**config.mk**
```make
export PLATFORM = sky130hd
export DESIGN_NAME = uart_byte_rx
export DESIGN_NICKNAME = d
export VERILOG_FILES = /design/src/rtl/uart_byte_rx.sv
export SDC_FILE = /design/constraint.sdc
export NUM_CORES = 1
export LEC_CHECK = 0
export ABC_AREA = 1
export CORE_MARGIN = 3
export CORE_UTILIZATION = 43
export CTS_CLUSTER_DIAMETER = 50
export DETAILED_ROUTE_END_ITERATION = 12
export PLACE_DENSITY = 0.65
export SYNTH_ARGS = -nofsm -noshare
export SYNTH_HDL_FRONTEND = slang
export SYNTH_SLANG_ARGS = --single-unit
```
**constraint.sdc**
```tcl
create_clock -name i_Clk -period 3.48 [get_ports i_Clk]
set_clock_uncertainty 0.1 [all_clocks]
set_input_delay 0.696 -clock i_Clk [delete_from_list [all_inputs] [get_ports i_Clk]]
set_output_delay 0.696 -clock i_Clk [all_outputs]
set_load 0.005 [all_outputs]
```
**src/rtl/uart_byte_rx.sv**
```systemverilog
// UART byte receiver: 2-flop line synchroniser, mid-bit sampling, optional parity,
// 1 or 2 stop bits. Good bytes update o_data with a one-cycle o_valid pulse; parity and
// framing faults give a one-cycle o_error pulse and leave o_data untouched.
module uart_byte_rx #(
  parameter int unsigned CLK_FREQ   = 25_000_000,
  parameter int unsigned BAUD_RATE  = 9_600,
  parameter int unsigned DATA_BITS  = 8,
  parameter int unsigned PARITY_BIT = 0,
  parameter int unsigned ODD_PARITY = 1,
  parameter int unsigned STOP_BITS  = 1
) (
  input  logic                 i_Clk,
  input  logic                 i_Rst_n,
  input  logic                 i_rx,
  output logic [DATA_BITS-1:0] o_data,
  output logic                 o_valid,
  output logic                 o_error,
  output logic                 o_busy
);

  localparam int unsigned ClksPerBit = CLK_FREQ / BAUD_RATE;
  localparam int unsigned MidBit     = ClksPerBit / 2;
  localparam int unsigned CntW       = $clog2(ClksPerBit);
  localparam int unsigned IdxW       = $clog2(DATA_BITS + 1);

  typedef enum logic [2:0] {
    StIdle,
    StStart,
    StData,
    StParity,
    StStop,
    StBreak
  } state_e;

  state_e               state_q, state_d;
  logic                 rx_meta_q, rx_s_q;
  logic [CntW-1:0]      cnt_q, cnt_d;
  logic [IdxW-1:0]      idx_q, idx_d;
  logic [DATA_BITS-1:0] shift_q, shift_d;
  logic [DATA_BITS-1:0] data_q, data_d;
  logic                 par_ok_q, par_ok_d;
  logic                 stop_bad_q, stop_bad_d;
  logic                 valid_q, valid_d;
  logic                 error_q, error_d;
  logic                 bit_mid, bit_end;

  // Counter reaches the middle of the start bit, then re-phased so every later
  // full-period wrap lands mid-bit.
  assign bit_mid = (cnt_q == CntW'(MidBit));
  assign bit_end = (cnt_q == CntW'(ClksPerBit - 1));

  // Two-flop synchroniser for the asynchronous serial line (idle high).
  always_ff @(posedge i_Clk or negedge i_Rst_n) begin
    if (!i_Rst_n) begin
      rx_meta_q <= 1'b1;
      rx_s_q    <= 1'b1;
    end else begin
      rx_meta_q <= i_rx;
      rx_s_q    <= rx_meta_q;
    end
  end

  // Frame state, counters and registered outputs.
  always_ff @(posedge i_Clk or negedge i_Rst_n) begin
    if (!i_Rst_n) begin
      state_q    <= StIdle;
      cnt_q      <= '0;
      idx_q      <= '0;
      shift_q    <= '0;
      data_q     <= '0;
      par_ok_q   <= 1'b1;
      stop_bad_q <= 1'b0;
      valid_q    <= 1'b0;
      error_q    <= 1'b0;
    end else begin
      state_q    <= state_d;
      cnt_q      <= cnt_d;
      idx_q      <= idx_d;
      shift_q    <= shift_d;
      data_q     <= data_d;
      par_ok_q   <= par_ok_d;
      stop_bad_q <= stop_bad_d;
      valid_q    <= valid_d;
      error_q    <= error_d;
    end
  end

  // Next-state logic: walk the frame, decide the outcome on the last stop sample.
  always_comb begin
    state_d    = state_q;
    cnt_d      = cnt_q + CntW'(1);
    idx_d      = idx_q;
    shift_d    = shift_q;
    data_d     = data_q;
    par_ok_d   = par_ok_q;
    stop_bad_d = stop_bad_q;
    valid_d    = 1'b0;
    error_d    = 1'b0;
    case (state_q)
      StIdle: begin
        cnt_d = '0;
        idx_d = '0;
        if (!rx_s_q) begin
          state_d    = StStart;
          par_ok_d   = 1'b1;
          stop_bad_d = 1'b0;
        end
      end
      StStart: begin
        if (bit_mid) begin
          cnt_d   = '0;
          state_d = rx_s_q ? StIdle : StData;
        end
      end
      StData: begin
        if (bit_end) begin
          cnt_d   = '0;
          shift_d = {rx_s_q, shift_q[DATA_BITS-1:1]};
          if (idx_q == IdxW'(DATA_BITS - 1)) begin
            idx_d   = '0;
            state_d = (PARITY_BIT != 0) ? StParity : StStop;
          end else begin
            idx_d = idx_q + IdxW'(1);
          end
        end
      end
      StParity: begin
        if (bit_end) begin
          cnt_d    = '0;
          par_ok_d = ((^shift_q) ^ rx_s_q) == (ODD_PARITY != 0);
          state_d  = StStop;
        end
      end
      StStop: begin
        if (bit_end) begin
          cnt_d = '0;
          if (idx_q == IdxW'(STOP_BITS - 1)) begin
            idx_d = '0;
            if (stop_bad_q || !rx_s_q) begin
              // Framing fault: hold off until the line recovers to avoid error storms.
              error_d = 1'b1;
              state_d = StBreak;
            end else if (!par_ok_q) begin
              error_d = 1'b1;
              state_d = StIdle;
            end else begin
              valid_d = 1'b1;
              data_d  = shift_q;
              state_d = StIdle;
            end
          end else begin
            idx_d      = idx_q + IdxW'(1);
            stop_bad_d = stop_bad_q | ~rx_s_q;
          end
        end
      end
      StBreak: begin
        cnt_d = '0;
        if (rx_s_q) begin
          state_d = StIdle;
        end
      end
      default: begin
        state_d = StIdle;
      end
    endcase
  end

  assign o_data  = data_q;
  assign o_valid = valid_q;
  assign o_error = error_q;
  assign o_busy  = (state_q != StIdle);

endmodule

```
==> results of run 1 <==
-- how the worst max path moves through the flow --
| stage | from | to | slack, ns |
|---|---|---|---|
| floorplan | cnt_q[0] | cnt_q[8] | 1.83 |
| global placement | state_q[2] | o_busy | 1.48 |
| detailed placement | state_q[2] | o_busy | 1.45 |
| CTS | state_q[2] | o_busy | 1.11 |
| global route | state_q[2] | o_busy | 1.05 |
| finish | state_q[2] | o_busy | 1.11 |
-- critical path: stages, from the launching register on --
cell                              delay, ns
sky130_fd_sc_hd__dfrtp_1               0.49
sky130_fd_sc_hd__inv_1                 0.09
sky130_fd_sc_hd__nand2_1               0.15
sky130_fd_sc_hd__clkdlybuf4s50_1       0.54
-- power by group through the flow --
stage | clock, mW | combinational, mW | sequential [mW]
3_3_place_gp | 0 | 0.0151 | 0.489
4_1_cts | 0.325 | 0.0153 | 0.479
3_5_place_dp | 0 | 0.0154 | 0.489
5_1_grt | 0.339 | 0.0170 | 0.480
6_report | 0.308 | 0.0144 | 0.479
2_1_floorplan | 0 | 0.00335 | 0.488
-- cell usage in the layout, fill, tap and decap left out, types with 5 or more instances in the layout --
master / instances
sky130_fd_sc_hd__nand2_1: 86
sky130_fd_sc_hd__inv_1: 43
sky130_fd_sc_hd__dfrtp_1: 38
sky130_fd_sc_hd__nor2_1: 23
sky130_fd_sc_hd__nand3_1: 19
sky130_fd_sc_hd__o21ai_0: 13
sky130_fd_sc_hd__clkdlybuf4s50_1: 12
sky130_fd_sc_hd__nor2_2: 11
sky130_fd_sc_hd__o21ai_2: 10
sky130_fd_sc_hd__nor3_1: 6
sky130_fd_sc_hd__inv_2: 5
sky130_fd_sc_hd__clkbuf_8: 5
-- layer usage --
layer	routed length, µm	part of all wire	GRT usage
met1	1980	0.47	0.182
met2	1980	0.47	0.255
met3	149	0.036	0.0339
met4	93	0.022	0.0722
met5	0	0	0
-- cell usage after synthesis, drive strengths merged --
cell / instances / share of area
nor2: 37 / 0.081
o21ai: 27 / 0.074
a21oi: 1 / 0.0022
dfrtp: 38 / 0.41
xor2: 4 / 0.015
xnor2: 2 / 0.0075
o21bai: 3 / 0.0097
nand2: 90 / 0.15
nand4: 2 / 0.0054
nor3: 9 / 0.026
inv: 48 / 0.078
dfstp: 3 / 0.034
nor4: 2 / 0.0054
buf: 4 / 0.022
ha: 4 / 0.022
nand3: 21 / 0.056
-- area by class of cell --
| type | count | area, µm² | area share |
|---|---|---|---|
| Clock buffer | 5 | 68.8 | 0.0267 |
| Clock inverter | 3 | 17.5 | 0.00681 |
| Inverter | 48 | 180 | 0.0700 |
| Multi-Input combinational cell | 202 | 1060 | 0.414 |
| Sequential cell | 41 | 1030 | 0.400 |
| Tap cell | 70 | 87.6 | 0.0340 |
| Timing Repair Buffer | 13 | 125 | 0.0486 |
-- flip-flops by register name (all words and copies together), names as in the netlist --
signal	flops
shift_q	8
cnt_q	12
idx_q	4
rx_s_q	1
o_valid	1
state_q	3
o_data	8
par_ok_q	1
rx_meta_q	1
o_error	1
stop_bad_q	1
-- per-stage QoR --
step | hold WS (ns) | util | cells | instance area, µm²
after CTS | 0.263 | 0.498 | 382 | 2570
after floorplan | 0.245 | - | 295 | 2320
after global routing | 0.268 | 0.498 | 382 | 2570
after detailed placement | 0.251 | 0.481 | 374 | 2490
after global placement | 0.248 | 0.481 | 374 | 2490
final | 0.260 | 0.498 | 382 | 2570
-- cell families (layout without fill, tap and decap cells) --
logic type / count (synthesis) / in the layout / synth area share
flops: 41 / 41 / 0.443
simple gates: 161 / 161 / 0.328
xor+xnor: 6 / 6 / 0.0226
buf+inv: 52 / 69 / 0.0990
compound gates: 31 / 31 / 0.0861
fa+ha+maj: 4 / 4 / 0.0215
==> flow_metrics.env, run 1 <==
export IMPL_final_net_count=318
export IMPL_finalPower_mw=0.802
export IMPL_swShare=0.228
export IMPL_seq_power_share=0.598
export IMPL_synth_seq_area_share=0.443
export IMPL_holdPathStages=0
export IMPL_ir_worst_vdd_mv=0.217
export IMPL_static_leakage_power_nw=1.19
export IMPL_postLayoutSetupSlackWorst_ns=1.11
export IMPL_die_height_um=79.5
export IMPL_drive_gt1_frac=0.160
export IMPL_start_util=0.449
export IMPL_routed_wire_length_mm=4.20
export IMPL_insertion_delay_ns=0.30
export IMPL_routed_wl_per_cell_um=11.0
export IMPL_power_internal_mw=0.619
export IMPL_timing_rr_end="idx_q[1]"
export IMPL_cts_made_buffers=5
export IMPL_floorplan_die_area_um2=6320
export IMPL_clkPwrFrac=0.384
export IMPL_grt_antenna_before_repair=0
export IMPL_fmaxAchievable_ghz=0.422
export IMPL_rows=26
export IMPL_p_sw_mw=0.183
export IMPL_ios=14
export IMPL_areaGrowthSynthToFinish_pct=10.7
export IMPL_critical_path_required_time_ns=2.68
export IMPL_clock_tree_root_cell="sky130_fd_sc_hd__clkbuf_8"
export IMPL_post_cts_buffers=0
export IMPL_r2r_setup_slack_ns=1.56
export IMPL_core_area_um2=5170
export IMPL_ys_ff_latch=41
export IMPL_clk_pin_slew_ns=0.08
export IMPL_max_cap_viol_count=0
export IMPL_timing_setup_tns_ns=0
export IMPL_slew_headroom=0.398
export IMPL_regToRegStartpoint="cnt_q[0]"
export IMPL_number_of_global_route_vias_before_repair=1745
export IMPL_drtAntennaViolNets=0
export IMPL_tightest_slew_ns=0.903
export IMPL_fin_crit_ns=2.37
export IMPL_viasPerCell=4.69
export IMPL_cts_tree="done"
export IMPL_antenna_cells_inserted=0
export IMPL_numClockSinks=41
export IMPL_syn_avg_cell_area_um2=7.88
export IMPL_power_density_nw_per_um2=312
export IMPL_drt_iter0_markers=56
export IMPL_synthesis_nets=302
export IMPL_grt_ovfl_total=0
export IMPL_cp_end_kind="output port"
export IMPL_status="complete, no violations"
export IMPL_setup_worst_path_start_class="flip-flop"
export IMPL_crit_arrival_ns=1.57
export IMPL_clock_tree_htree_level_count=2
export IMPL_path_max_fanout=8
export IMPL_final_min_period_over_clock_period=0.680
export IMPL_post_cts_resize_count=0
export IMPL_dr_total_vias=1791
export IMPL_firstDrtPassIters=5
export IMPL_die_width_um=79.5
export IMPL_netlist_instances=295
export IMPL_grt_setup_unrepaired="no"
export IMPL_maximum_number_of_pins_on_one_net_before_global_route_repair=42
export IMPL_hold_viol=0
export IMPL_post_place_ws_ns=1.45
export IMPL_hold_class="reg2reg"
export IMPL_grt_pass1_wl_mm=7.47
export IMPL_clock_tree_buffer_depth=2
export IMPL_placement_io_buffers=13
export IMPL_ff2ff_path_depth=8
export IMPL_min_to="rx_s_q"
export IMPL_cts_hold_buffers=0
export IMPL_yosys_cell_types_count=27
export IMPL_dp_hpwl_mm=3.06
export IMPL_worstHoldStart="rx_meta_q"
export IMPL_synth_cell_area_um2=2320
export IMPL_count_of_synthesis_stage_warnings_from_yosys=0
export IMPL_grt_use_total=0.151
export IMPL_gpl_final_weighted_congestion=0.776
export IMPL_fillers=485
export IMPL_drv_slew=0
export IMPL_combPwrFrac=0.018
export IMPL_drc=0
export IMPL_worst_setup_path_type="reg2out"
export IMPL_setup_viol=0
No activity file was read; power rests on OpenSTA's default activity.
==> run 2: changes to the inputs <==
==> constraint.sdc (replaced) <==
create_clock -name i_Clk -period 2.4 [get_ports i_Clk]
set_clock_uncertainty 0.1 [all_clocks]
set_input_delay 0.48 -clock i_Clk [delete_from_list [all_inputs] [get_ports i_Clk]]
set_output_delay 0.48 -clock i_Clk [all_outputs]
set_load 0.005 [all_outputs]
==> run 2 against run 1 <==
- sequential share of layout area decreased by 0.19 points
- clock power increased by 51%
- via count decreased by 0.45%
- power increased by 47%
- final cell count increased by 0.26%
- die area unchanged
==> flow_metrics.env, run 2 (synthesized netlist as in run 1, its figures left out) <==
export IMPL_path_max_fanout=8
export IMPL_timing_rr_end="idx_q[0]"
export IMPL_final_net_count=319
export IMPL_dp_hpwl_mm=3.10
export IMPL_mostFrequentLayoutCells="sky130_fd_sc_hd__nand2_1 (86), sky130_fd_sc_hd__inv_1 (43), sky130_fd_sc_hd__dfrtp_1 (38)"
export IMPL_fin_crit_ns=2.19
export IMPL_setup_viol=0
export IMPL_max_cap_viol_count=0
export IMPL_die_height_um=79.5
export IMPL_critical_path_required_time_ns=1.82
export IMPL_setup_worst_path_start_class="flip-flop"
export IMPL_antenna_cells_inserted=0
export IMPL_viasPerCell=4.66
export IMPL_numClockSinks=41
export IMPL_drt_iter0_markers=97
export IMPL_number_of_global_route_vias_before_repair=1764
export IMPL_grt_pass1_wl_mm=7.90
export IMPL_clock_tree_buffer_depth=2
export IMPL_placement_io_buffers=13
export IMPL_grt_antenna_before_repair=0
export IMPL_routed_wl_per_cell_um=11.1
export IMPL_die_width_um=79.5
export IMPL_start_util=0.449
export IMPL_insertion_delay_ns=0.30
export IMPL_timing_setup_tns_ns=0
export IMPL_grt_use_total=0.160
export IMPL_worst_setup_path_type="reg2out"
export IMPL_floorplan_die_area_um2=6320
export IMPL_fin_hold_ws_ns=0.130
export IMPL_hold_class="in2async"
export IMPL_rows=26
export IMPL_finalNonFillerCells=383
export IMPL_max_incr_delay_on_cp_ns=0.53
export IMPL_cp_end_kind="output port"
export IMPL_critPathTopFamily="buffers and inverters"
export IMPL_grt_ovfl_total=0
export IMPL_clock_tree_htree_level_count=2
export IMPL_grt_setup_unrepaired="no"
export IMPL_cts_made_buffers=5
export IMPL_dr_total_vias=1783
export IMPL_place_inst=375
export IMPL_layout_cells_most_common="sky130_fd_sc_hd__nand2_1"
export IMPL_cp_buffers_inverters=2
export IMPL_drc=0
export IMPL_hold_viol=0
export IMPL_power_density_nw_per_um2=457
export IMPL_timing_critical_path_from="state_q[2]"
export IMPL_crit_path_end="o_busy"
export IMPL_cts_tree="done"
export IMPL_clk_pin_slew_ns=0.09
export IMPL_finalPower_mw=1.18
export IMPL_status="complete, no violations"
export IMPL_slew_headroom=0.658
export IMPL_post_cts_buffers=0
export IMPL_tightest_slew_ns=0.513
export IMPL_regToRegStartpoint="cnt_q[0]"
export IMPL_crit_arrival_ns=1.61
export IMPL_drv_slew=0
export IMPL_largest_register_ff_count=12
export IMPL_drive_gt1_frac=0.163
export IMPL_drtAntennaViolNets=0
export IMPL_registers_top_by_ff_count="cnt_q"
export IMPL_maximum_number_of_pins_on_one_net_before_global_route_repair=42
export IMPL_post_cts_resize_count=0
export IMPL_ios=14
export IMPL_ir_worst_vdd_mv=0.268
export IMPL_ff2ff_path_depth=8
export IMPL_critPathSlowestCell="sky130_fd_sc_hd__clkdlybuf4s50_1"
export IMPL_fmaxAchievable_ghz=0.458
export IMPL_final_min_period_over_clock_period=0.910
export IMPL_r2r_setup_slack_ns=0.51
export IMPL_clock_tree_root_cell="sky130_fd_sc_hd__clkbuf_8"
export IMPL_routed_wire_length_mm=4.27
export IMPL_core_area_um2=5170
export IMPL_firstDrtPassIters=4
export IMPL_areaGrowthSynthToFinish_pct=11.2
export IMPL_path_cells="inv_1 -> nand2_1 -> clkdlybuf4s50_1"
export IMPL_crit_cells=3
export IMPL_cts_hold_buffers=0
export IMPL_gpl_final_weighted_congestion=0.811
export IMPL_static_leakage_power_nw=1.20
-- run 2: cell count changes in the layout (fill, tap and decap cells not counted) --
cell / delta
sky130_fd_sc_hd__clkinvlp_4: -1
sky130_fd_sc_hd__buf_4: +1
sky130_fd_sc_hd__clkinv_4: +2
sky130_fd_sc_hd__clkinv_2: -1
-- run 2: report_power, final --
part	internal, mW	switching, mW	total [mW]	leakage (nW)
logic	0.00484	0.0173	0.0221	0.608
registers	0.693	0.00205	0.695	0.548
clock network	0.206	0.258	0.465	0.0481
total	0.905	0.277	1.18	1.20
-- run 2: metal layers --
layer,vias up,global-route usage,part of all wire
li1,948,-,-
met1,814,0.203,0.48
met2,15,0.263,0.48
met3,6,0.0384,0.020
met4,0,0.0584,0.016
met5,-,0,0
-- run 2: how the worst min path moves through the flow --
| stage | start | end | slack (ns) | cells after the start |
|---|---|---|---|---|
| 3_5_place_dp | rx_meta_q | rx_s_q | 0.25 | 0 |
| 5_1_grt | i_Rst_n | o_data[3] | 0.17 | 2 |
| 2_1_floorplan | i_Rst_n | cnt_q[0] | 0.08 | 0 |
| 4_1_cts | i_Rst_n | o_data[3] | 0.15 | 2 |
| 3_3_place_gp | rx_meta_q | rx_s_q | 0.25 | 0 |
| 6_report | i_Rst_n | o_data[3] | 0.13 | 2 |
-- run 2: cell type report --
cell class / count / area (µm²)
clock buffers: 5 / 68.8
clock inverters: 3 / 22.5
fillers: 491 / 2590
inverters: 48 / 180
multi-input cells: 202 / 1060
flip-flops and latches: 41 / 1030
well taps: 70 / 87.6
repair buffers: 14 / 133
-- run 2: per-stage QoR --
stage,instance area (µm²),utilization,setup slack [ns]
4_1_cts,2590,0.500,0.198
6_report,2590,0.500,0.215
5_1_grt,2590,0.500,0.108
3_5_place_dp,2490,0.482,0.507
2_1_floorplan,2320,-,0.755
3_3_place_gp,2490,0.482,0.525
==> run 3: changes to the inputs <==
--- a/config.mk
+++ b/config.mk
@@ -6,6 +6,7 @@
 export NUM_CORES = 1
 export LEC_CHECK = 0
 export ABC_AREA = 1
+export CAP_MARGIN = 0
 export CORE_MARGIN = 3
 export CORE_UTILIZATION = 43
 export CTS_CLUSTER_DIAMETER = 50
==> results of run 3 <==
Same layout as run 2: the final DEF is identical, and so are final timing and power.
